<file path="config.mk">
export PLATFORM = sky130hd
export DESIGN_NAME = fetch_queue
export DESIGN_NICKNAME = d
export VERILOG_FILES = /design/src/rtl/fetch_queue.sv
export SDC_FILE = /design/constraint.sdc
export NUM_CORES = 1
export LEC_CHECK = 0
export ABC_AREA = 1
export BUFFER_PORTS_ARGS = -buffer_cell sky130_fd_sc_hd__buf_2
export CAP_MARGIN = 5
export CORE_MARGIN = 5
export CORE_UTILIZATION = 46
export CTS_BUF_LIST = sky130_fd_sc_hd__clkbuf_4
export DETAILED_ROUTE_END_ITERATION = 10
export GPL_ROUTABILITY_DRIVEN = 0
export PLACE_DENSITY = 0.83
export RECOVER_POWER = 100
export SLEW_MARGIN = 0
export SYNTH_ARGS = -nofsm -noshare
export SYNTH_HDL_FRONTEND = slang
export SYNTH_SLANG_ARGS = --single-unit
export TNS_END_PERCENT = 30
</file>
<file path="constraint.sdc">
create_clock -name clk -period 5.1 [get_ports clk]
set_input_delay 0.51 -clock clk [delete_from_list [all_inputs] [get_ports clk]]
set_output_delay 0.51 -clock clk [all_outputs]
set_load 0.02 [all_outputs]
</file>
<file path="src/rtl/fetch_queue.sv">
// fetch_queue: instruction fetch buffer between the instruction memory read
// port and decode. Holds DEPTH {pc, instr} pairs in a circular buffer, hands
// the head to decode with valid/ready, stalls the PC through fetch_en and
// drops everything buffered on a taken branch (flush).
//
// Optional build macro FETCH_QUEUE_BYPASS_EN: when the queue is empty and no
// flush is pending, the incoming pair is presented to decode in the same
// cycle and is only stored if decode does not take it.
module fetch_queue #(
  parameter int ADDRESS_WIDTH = 32,
  parameter int DATA_WIDTH    = 32,
  parameter int DEPTH         = 2
) (
  input  logic                       clk,
  input  logic                       rst,
  input  logic [ADDRESS_WIDTH-1:0]   pc_in,
  input  logic [DATA_WIDTH-1:0]      instr_in,
  input  logic                       flush,
  output logic                       fetch_en,
  output logic                       out_valid,
  input  logic                       out_ready,
  output logic [DATA_WIDTH-1:0]      out_instr,
  output logic [ADDRESS_WIDTH-1:0]   out_pc,
  output logic [$clog2(DEPTH):0]     count
);

  localparam int PTR_W = $clog2(DEPTH);
  localparam int CNT_W = PTR_W + 1;

  typedef logic [CNT_W-1:0] cnt_t;
  typedef logic [PTR_W-1:0] ptr_t;

  localparam cnt_t FULL = cnt_t'(DEPTH);

  logic [ADDRESS_WIDTH-1:0] pc_mem    [DEPTH];
  logic [DATA_WIDTH-1:0]    instr_mem [DEPTH];

  ptr_t rd_ptr;
  ptr_t wr_ptr;
  logic empty;
  logic bypass;
  logic deq;
  logic enq;
  logic wr_en;
  logic rd_en;

  assign empty = (count == '0);

`ifdef FETCH_QUEUE_BYPASS_EN
  // Pass-through is only offered while nothing older is waiting.
  assign bypass = empty && !flush;
`else
  assign bypass = 1'b0;
`endif

  // Head presentation: stored head when occupied, the live fetch pair in bypass.
  // NOTE: every variable assigned here gets a default first so no latch is inferred.
  always_comb begin
    out_valid = 1'b0;
    out_pc    = '0;
    out_instr = '0;
    if (!empty) begin
      out_valid = 1'b1;
      out_pc    = pc_mem[rd_ptr];
      out_instr = instr_mem[rd_ptr];
    end else if (bypass) begin
      out_valid = 1'b1;
      out_pc    = pc_in;
      out_instr = instr_in;
    end
  end

  assign deq      = out_valid && out_ready;
  assign fetch_en = flush || (count < FULL) || deq;
  assign enq      = fetch_en && !flush;
  // A bypassed pair that decode accepts has already been consumed.
  assign wr_en    = enq && !(bypass && out_ready);
  // Only an occupied queue gives up a stored entry.
  assign rd_en    = deq && !empty;

  // Entry storage, written at the tail on every accepted fetch.
  // NOTE: storage is deliberately not reset; count/out_valid guard its contents.
  always_ff @(posedge clk) begin
    if (rst && wr_en) begin
      pc_mem[wr_ptr]    <= pc_in;
      instr_mem[wr_ptr] <= instr_in;
    end
  end

  // Pointer and occupancy bookkeeping; reset beats flush beats enq/deq.
  // NOTE: sequential state uses non-blocking assignments so all updates see pre-edge values.
  always_ff @(posedge clk) begin
    if (!rst) begin
      rd_ptr <= '0;
      wr_ptr <= '0;
      count  <= '0;
    end else if (flush) begin
      rd_ptr <= wr_ptr;
      count  <= '0;
    end else begin
      if (wr_en) wr_ptr <= wr_ptr + ptr_t'(1);
      if (rd_en) rd_ptr <= rd_ptr + ptr_t'(1);
      case ({wr_en, rd_en})
        2'b10:   count <= count + cnt_t'(1);
        2'b01:   count <= count - cnt_t'(1);
        default: count <= count;
      endcase
    end
  end

`ifndef SYNTHESIS
  // Occupancy must stay within the buffer.
  a_no_overflow: assert property (@(posedge clk) disable iff (!rst) count <= FULL)
    else $error("fetch_queue: count above DEPTH");

  // A stored entry is only released when one exists.
  a_no_underflow: assert property (@(posedge clk) disable iff (!rst) rd_en |-> !empty)
    else $error("fetch_queue: read from empty queue");
`endif

endmodule
</file>
---- Word level (Yosys, flattened, before mapping) ----
Memories as Yosys holds them, arrays and structs flattened. A register that Yosys moved wholly into a read port is not among the register bits.
Index checks and enable logic that the tools add are counted.
word-level totals
  input port bits ......................... 68
  word-level logic and storage cells ...... 39
  memories ................................ 2
  bits in writable memories ............... 128
  register bits after elaboration ......... 4
  output and inout bits ................... 68
memories
  memory     depth  bits a word  rd ports  clocked after memory_dff  wr ports  RTL line  RTL
  instr_mem  2      32           1         1                         1         36        logic [DATA_WIDTH-1:0] instr_mem [DEPTH];
  pc_mem     2      32           1         1                         1         35        logic [ADDRESS_WIDTH-1:0] pc_mem [DEPTH];
operators by class
  magnitude comparators ................... 1
  bitwise operators ....................... 2
  add/sub/neg operators ................... 4
  equal/unequal tests ..................... 2
  reduce and logical (&&, ||, !) cells .... 13
  multiplexer cells ....................... 12
operators by type and width
  kind                                                  number
  2-to-1 mux 32 bit                                     2
  2-to-1 mux 1 bit                                      9
  logical AND 1 bit                                     4
  one-hot mux 2 bit (2 select lines)                    1
  nonzero test 2 bit                                    2
  adder 1 bit (second input constant)                   2
  adder 2 x 1 -> 2 bit (second input constant)          1
  equality test 2 x 1 -> 1 bit (second input constant)  1
  equality test 2 bit (second input constant)           1
  logical NOT 1 bit                                     2
  logical NOT 2 bit                                     1
  logical OR 1 bit                                      2
  < comparator 2 bit (second input constant)            1
  NOT 1 bit                                             2
  AND reduction 2 bit                                   1
  OR reduction 2 bit                                    1
  subtractor 2 x 1 -> 2 bit (second input constant)     1

---- Depth between registers and ports, before layout ----
Gate-level depths: netlist of run 1.
  word-level depth ........................ 8
  mapped depth ............................ 8
  depth with buffers taken out ............ 8

---- Worst setup path after synthesis of run 1 ----
Ideal clock, no wire load.
  kind .................................... input-to-reg
  from .................................... in flush
  to ...................................... mem instr_mem[0][0], enable pin
  path buffers ............................ 0
  setup time .............................. 0.486 ns
  data required time ...................... 4.614 ns
  arrival ................................. 3.580 ns
  stages on the path ...................... 4
  slack ................................... 1.033 ns
  path through ............................ inv_1 -> nand2_1 -> nand3_1 -> nor2_1
between the ends
  cells in the longest elaborated chain, start to end .. 6
  elaborated cells on any way between the ends .. 7
  those cells by class .................... 2 x mux; 5 x reduce/logical
RTL lines
  element                                 RTL line  RTL
  start, declared                         18        input logic flush,
  logical OR 1 bit (2 in series)          74        assign fetch_en = flush || (count < FULL) || deq;
  via fetch_en                            19        output logic fetch_en,
  logical AND 1 bit                       75        assign enq = fetch_en && !flush;
  logical AND 1 bit                       84        if (rst && wr_en) begin
  2-to-1 mux 1 bit                        84
  2-to-1 mux 1 bit (not written as such)  86        instr_mem[wr_ptr] <= instr_in;
  end, declared                           36
The timed path passes the listed nets, and every way through them passes these cells.

---- Final worst setup path of run 1 ----
  from .................................... reg count[1]
  to ...................................... mem pc_mem[1][19], enable pin
between the ends
  cells in the longest elaborated chain, start to end .. 8
  elaborated cells on any way between the ends .. 10
  those cells by class .................... 1 x order compare; 3 x mux; 6 x reduce/logical
RTL lines
  element                                     RTL line  RTL
  start, declared                             24        output logic [$clog2(DEPTH):0] count
  start signal, assigned                      104       2'b10: count <= count + cnt_t'(1);
  start signal, assigned                      105       2'b01: count <= count - cnt_t'(1);
  start signal, assigned                      106       default: count <= count;
  logical NOT 2 bit                           47        assign empty = (count == '0);
  2-to-1 mux 1 bit                            62        if (!empty) begin
  logical AND 1 bit                           73        assign deq = out_valid && out_ready;
  logical OR 1 bit (*)                        74
  logical AND 1 bit (*)                       75
  logical AND 1 bit (*)                       84
  2-to-1 mux 1 bit (*)                        84
  2-to-1 mux 1 bit (not written as such) (*)  85        pc_mem[wr_ptr] <= pc_in;
  end, declared                               35
Mark *: on every way between the ends. The rest lies on a longest branch, timed or not.

==> flow_metrics.py, run 1 <==
metrics = {
    "synthesis": {
        "synth_common_cells": "nand2_1, edfxtp_1, a21oi_2",
        "synth_edf_count": 128,
        "post-synth-top-area-cell": "edfxtp_1",
        "synth_most_common_cell": "nand2_1",
        "yosysWarnings": 0,
        "avgSynthCellArea_um2": 13.8,
        "ys_ff_latch": 133,
        "synth_cell_types": 19,
        "netlist_area_mm2": 0.00531,
        "synth_top_area_share_pct": 72.4,
        "ys_seq_area_share_pct": 74.3,
        "synth_nets": 453,
        "synth.area.top_cells": "edfxtp_1, a21oi_2, nand2_1",
        "ys.flop_type": "edfxtp_1",
        "synth-async-reset-ratio_pct": 0,
        "netlist_instances": 384,
    },
    "job": {
        "maxCapViolCount": 3,
    },
    "power": {
        "power.leakage_uw": 0.00209,
        "power_frac_comb_pct": 10.8,
        "peakVddDrop_mv": 0.250,
        "powerDensity_mw_per_mm2": 341,
        "internal_power_uw": 1540,
        "power_frac_clock_pct": 29.8,
        "p_sw_uw": 561,
        "seqPwrFrac_pct": 59.4,
        "totalPowerFinal_uw": 2100,
        "swShare_pct": 26.7,
    },
    "routing": {
        "top_layer": "met4",
        "drt_iter0_drc": 195,
        "wl_met3_um": 830,
        "wl_per_cell_um": 15.5,
        "via_per_inst": 4.93,
        "wirelength_mm": 10.5,
        "drc": 0,
        "drtPass1Iterations": 4,
        "wl_met1_mm": 4.16,
        "wl_met2_mm": 5.41,
        "vias": 3342,
        "ant_nets": 0,
    },
    "critical_path": {
        "critPathKind": "flop to flop",
        "worstPathArrival_ns": 3.75,
        "worstPathMaxFanout": 36,
        "start_kind": "flop",
        "end_kind": "flop",
        "cp_data_required_time_ns": 5.24,
    },
    "die": {
        "die_w_um": 117,
        "core_mm2": 0.0114,
        "rows": 39,
        "start_util_pct": 46.7,
        "die_h_um": 117,
        "dieArea_mm2": 0.0138,
        "io-pin-count": 136,
    },
    "clocking": {
        "cts_tree": "yes",
        "hold_buffers": 0,
        "cts_setup_buffers": 0,
        "clkTransAtPathRegs_ns": 0.13,
        "cts_max_level": 4,
        "cts_resized": 0,
        "clockRootBuffer": "clkbuf_4",
        "cts_buffer_depth": 2,
        "clock_sinks": 133,
        "clk_latency_ns": 0.50,
        "cts_made_buffers": 17,
    },
    "final_layout": {
        "layout-drive-gt1-share_pct": 23.9,
        "antenna_cells": 0,
        "layout.nets": 591,
        "area_delta_synth_final_pct": 16.1,
    },
    "status": {
        "outcome": "complete, but fails checks",
        "violations": "max-capacitance violations, max-slew violations",
    },
    "timing": {
        "period_share_pct": 70.9,
        "fmax_mhz": 277,
        "slew_headroom_pct": -66.6,
        "final_max_slew_viol_count": 130,
        "finalSetupViolCount": 0,
        "rsz0062_at_grt": "no",
        "tns_ns": 0,
        "clock_skew_ns": 0.0202,
        "finalCriticalPeriod_ns": 3.61,
        "tightestPinTransition_ns": 2.49,
        "finalHoldViolations": 0,
    },
    "grt": {
        "gr-usage-all-layers_pct": 15.3,
        "overflow": 0,
        "antenna_found_initial": 0,
        "grt_pass1_wl_mm": 16.9,
        "grt_max_degree": 65,
        "grt_pass1_vias": 3578,
    },
    "place": {
        "io_buffers": 135,
        "dp_hpwl_mm": 6.78,
    },
    "hold_path": {
        "min_path_type": "input pin to flop",
    },
}
[power groups by stage]
stage          registers (uW)  logic (uW)  clock network (uW)
4_1_cts                  1250         242                 643
3_3_place_gp             1270         234                   0
6_report                 1250         227                 628
5_1_grt                  1250         251                 700
3_5_place_dp             1270         241                   0
2_1_floorplan            1280         162                   0
[final timing paths]
path	depth (start not counted)	startpoint	end	slack, ns
worst max-delay path	4	count[1]	pc_mem[1][19]	1.49
worst min-delay path	1	pc_in[11]	pc_mem[1][11]	0.18
worst max register to register	4	count[1]	pc_mem[1][19]	1.49
worst min register to register	2	wr_ptr	wr_ptr	0.52
[sequential cells by signal, summed over array words and instances (netlist names), named ones only]
name       cells
instr_mem     64
wr_ptr         1
pc_mem        64
count          2
rd_ptr         1
[layout make-up]
type	instances	area [um2]
multi-input combinational	218	1160
fill	1033	5210
tap	143	179
clock buffer	17	128
inverter	14	52.6
clock inverter	15	134
timing repair buffer	138	562
sequential	133	3950
[cells by family (layout without fill, tap and decap cells)]
logic type | after synthesis | in the layout | share of synthesized area [%]
DFF | 133 | 133 | 74.3
adders and majority gates | 1 | 1 | 0.236
and+or+nand+nor | 147 | 147 | 10.7
AOI/OAI and AO/OA | 70 | 70 | 10.9
buffers and inverters | 33 | 184 | 3.87
[metal layers]
metal / vias up / global-route usage, %
li1: 1620 / -
met1: 1607 / 17.9
met2: 107 / 25.7
met3: 8 / 6.30
met4: 0 / 4.79
met5: - / 0
[worst max-delay path: stages (launching register included)]
cell     delay, ns
dfxtp_1       0.37
inv_1         0.13
o21ai_0       0.17
nor2_1        1.86
buf_4         0.68
[cells in the final DEF (no fill, tap or decap), drive strengths merged]
master and count:
buf 31, o21ai 3, nor2 4, ha 1
clkinvlp 2, a31oi 1, edfxtp 128, nand3 3
a21oi 66, nand4 1, dfxtp 5, clkinv 10
nand2 139, clkbuf 124, inv 16, bufinv 1
[stage by stage]
| stage | cell area, um2 | hold WS (ns) | util (%) | instances | worst slack [ns] |
|---|---|---|---|---|---|
| floorplan | 5310 | 0.453 | - | 384 | 1.03 |
| global placement | 6050 | 0.479 | 53.2 | 646 | 2.58 |
| detailed placement | 6050 | 0.505 | 53.2 | 646 | 2.45 |
| CTS | 6310 | 0.136 | 55.5 | 678 | 2.30 |
| global route | 6160 | 0.129 | 54.2 | 678 | 1.15 |
| finish | 6160 | 0.182 | 54.2 | 678 | 1.49 |
Power figures use the tool's default switching activity.
==> run 2, diff against run 1 <==
Settings changed: ABC_AREA 1 to 0, PLACE_DENSITY 0.83 to 0.86.
Clock period 5.1 ns to 3.22 ns, I/O delays scaled along.
==> run 2 against run 1 <==
Effect of this change:
- the run still ends with max-capacitance violations, max-slew violations left
- clock power rose by 89%
- area after synthesis fell by 4.7%
- setup slack got worse by 0.99 ns
- wire length fell by 1.1%
- total power rose by 70%
- sequential share of layout area fell by 4.9 points
- synthesized cell count fell by 22%
- critical path type is now flop to output port
==> flow_metrics.py, run 2 <==
metrics = {
    "status": {
        "outcome": "complete, but fails checks",
        "violations": "max-capacitance violations, max-slew violations",
    },
    "critical_path": {
        "cp_data_required_time_ns": 2.90,
        "cpLargestDelayFamily": "buffers and inverters",
        "start_kind": "flop",
        "r2r_start": "count[1]",
        "worstPathArrival_ns": 2.40,
        "end_kind": "output port",
        "critPathKind": "flop to output port",
        "critical-path-max-stage-delay_ns": 0.99,
        "startpoint": "count[1]",
        "path_cells": "nor2_4, clkbuf_2, nor2_1, clkbuf_1",
        "crit_slowest_cell": "clkbuf_2",
        "worstPathMaxFanout": 65,
        "worst-path-buf-inv": 2,
    },
    "power": {
        "power_frac_clock_pct": 33.4,
        "powerDensity_mw_per_mm2": 534,
        "power_frac_comb_pct": 10.3,
        "seqPwrFrac_pct": 56.3,
        "power.leakage_uw": 0.00226,
        "swShare_pct": 23.2,
        "p_sw_uw": 829,
        "internal_power_uw": 2740,
        "totalPowerFinal_uw": 3570,
        "peakVddDrop_mv": 0.380,
    },
    "timing": {
        "tightestPinTransition_ns": 1.67,
        "finalCriticalPeriod_ns": 2.72,
        "clock_skew_ns": 0.0108,
        "fin_ws_ns": 0.500,
        "slew_headroom_pct": -11.1,
        "final_max_slew_viol_count": 130,
        "rsz0062_at_grt": "no",
        "finalSetupViolCount": 0,
        "fin_hold_ws_ns": 0.129,
        "tns_ns": 0,
        "period_share_pct": 84.5,
        "fmax_mhz": 368,
        "finalHoldViolations": 0,
    },
    "synthesis": {
        "avgSynthCellArea_um2": 16.8,
        "post-synth-top-area-cell": "edfxtp_1",
        "synth_edf_count": 128,
        "synth_nets": 370,
        "ys_seq_area_share_pct": 78.0,
        "synth-async-reset-ratio_pct": 0,
        "synth_top_area_share_pct": 76.0,
        "synth_cell_types": 19,
        "synth_most_common_cell": "edfxtp_1",
        "netlist_instances": 301,
        "yosysWarnings": 0,
        "synth.area.top_cells": "edfxtp_1, mux2i_1, nor2_1",
        "ys_ff_latch": 133,
        "ys.flop_type": "edfxtp_1",
        "netlist_area_mm2": 0.00506,
        "synth_common_cells": "edfxtp_1, nor2_1, mux2i_1",
    },
    "die": {
        "io-pin-count": 136,
        "core_mm2": 0.0108,
        "rows": 38,
        "die_h_um": 115,
        "dieArea_mm2": 0.0132,
        "start_util_pct": 46.8,
        "die_w_um": 115,
    },
    "grt": {
        "grt_pass1_wl_mm": 15.9,
        "grt_pass1_vias": 3334,
        "gr-usage-all-layers_pct": 15.8,
        "antenna_found_initial": 0,
        "overflow": 0,
        "grt_max_degree": 66,
    },
    "routing": {
        "wirelength_mm": 10.4,
        "drc": 0,
        "via_per_inst": 4.83,
        "ant_nets": 0,
        "drtPass1Iterations": 4,
        "vias": 3191,
        "wl_per_cell_um": 15.7,
        "drt_iter0_drc": 114,
    },
    "final_layout": {
        "register_area_mm2": 0.00395,
        "layout-drive-gt1-share_pct": 11.0,
        "layout_commonest_cell": "edfxtp_1",
        "antenna_cells": 0,
        "area_delta_synth_final_pct": 32.2,
        "layout.nets": 577,
        "multi_input_area_mm2": 0.00104,
        "layout_common_cells": "edfxtp_1, clkbuf_1, nor2_1",
        "utilization_pct": 61.9,
        "nFillCells": 880,
        "top_regs": "instr_mem: 64 flops, pc_mem: 64 flops, count: 2 flops",
    },
    "place": {
        "io_buffers": 135,
        "dp_hpwl_mm": 5.95,
        "pre_cts_ws_ns": 1.09,
    },
    "clocking": {
        "clk_latency_ns": 0.47,
        "cts_max_level": 4,
        "clockRootBuffer": "clkbuf_4",
        "clock_sinks": 133,
        "cts_made_buffers": 17,
        "cts_tree": "yes",
        "cts_buffer_depth": 2,
        "clkTransAtPathRegs_ns": 0.11,
        "cts_resized": 0,
    },
    "hold_path": {
        "min_path_type": "input pin to flop",
        "min-delay-start": "rst",
    },
    "job": {
        "maxCapViolCount": 2,
    },
}
-- run 2: changes by cell type after synthesis, sizes merged, moves of 2 or more --
cell,change
a21oi,-63
buf,-6
inv,-11
mux2i,+64
nand2,-136
nand3,-3
nor2,+63
or3,+2
xor2,+2
-- run 2: layout make-up --
cell class | count | area share, %
sequential | 133 | 59.1
timing repair buffer | 202 | 17.7
multi-input combinational | 151 | 15.6
clock inverter | 13 | 2.75
tap | 140 | 2.62
clock buffer | 18 | 2.02
inverter | 3 | 0.169
-- run 2: timing repair --
action / 4_1_cts / 5_1_grt
hold buffers: 57 / 7
endpoints found under the hold margin: 110 / 14
setup endpoints to repair: 0 / 0
setup buffers: 0 / 0
-- run 2: worst register-to-register path, cell delays in order, from the launching register on --
cell and delay [ns]:
dfxtp_1 0.39, nor2b_1 0.22, or2_2 0.34, nor2_4 0.11, clkbuf_2 1.19
-- run 2: power groups by stage --
stage,Clock (uW),Sequential (uW),Combinational (uW)
5_1_grt,1310,2020,399
2_1_floorplan,0,2020,223
4_1_cts,1220,2010,379
3_3_place_gp,0,2040,315
6_report,1190,2010,367
3_5_place_dp,0,2050,325
-- run 2: metal layers --
layer	up-vias	wire [um]	GRT usage, %
li1	1527	-	-
met1	1524	3970	17.5
met2	122	5570	28.3
met4	0	180	5.32
met3	18	648	5.32
met5	-	0	0
-- run 2: cells by family (layout without fill, tap and decap cells) --
logic type                 Yosys count  after routing  synth area share (%)
DFF                                133            133                  78.0
adders and majority gates            1              1                 0.247
AOI/OAI and AO/OA                    9              9                 0.990
xor gates and xnor gates             3              3                 0.520
and+or+nand+nor                     74             74                  5.69
muxes                               64             64                  12.7
buffers and inverters               17            236                  1.88
-- run 2: worst paths after layout --
kind	end	slack, ns	cells past startpoint
worst min register to register	count[1]	0.59	2
worst max-delay path	out_instr[11]	0.50	4
worst min-delay path	wr_ptr	0.13	2
worst max register to register	instr_mem[1][22]	0.56	4
-- run 2: stage by stage --
stage / instances / cell area, um2
global route: 660 / 6680
detailed placement: 565 / 5880
finish: 660 / 6680
floorplan: 301 / 5070
CTS: 653 / 6770
global placement: 565 / 5880
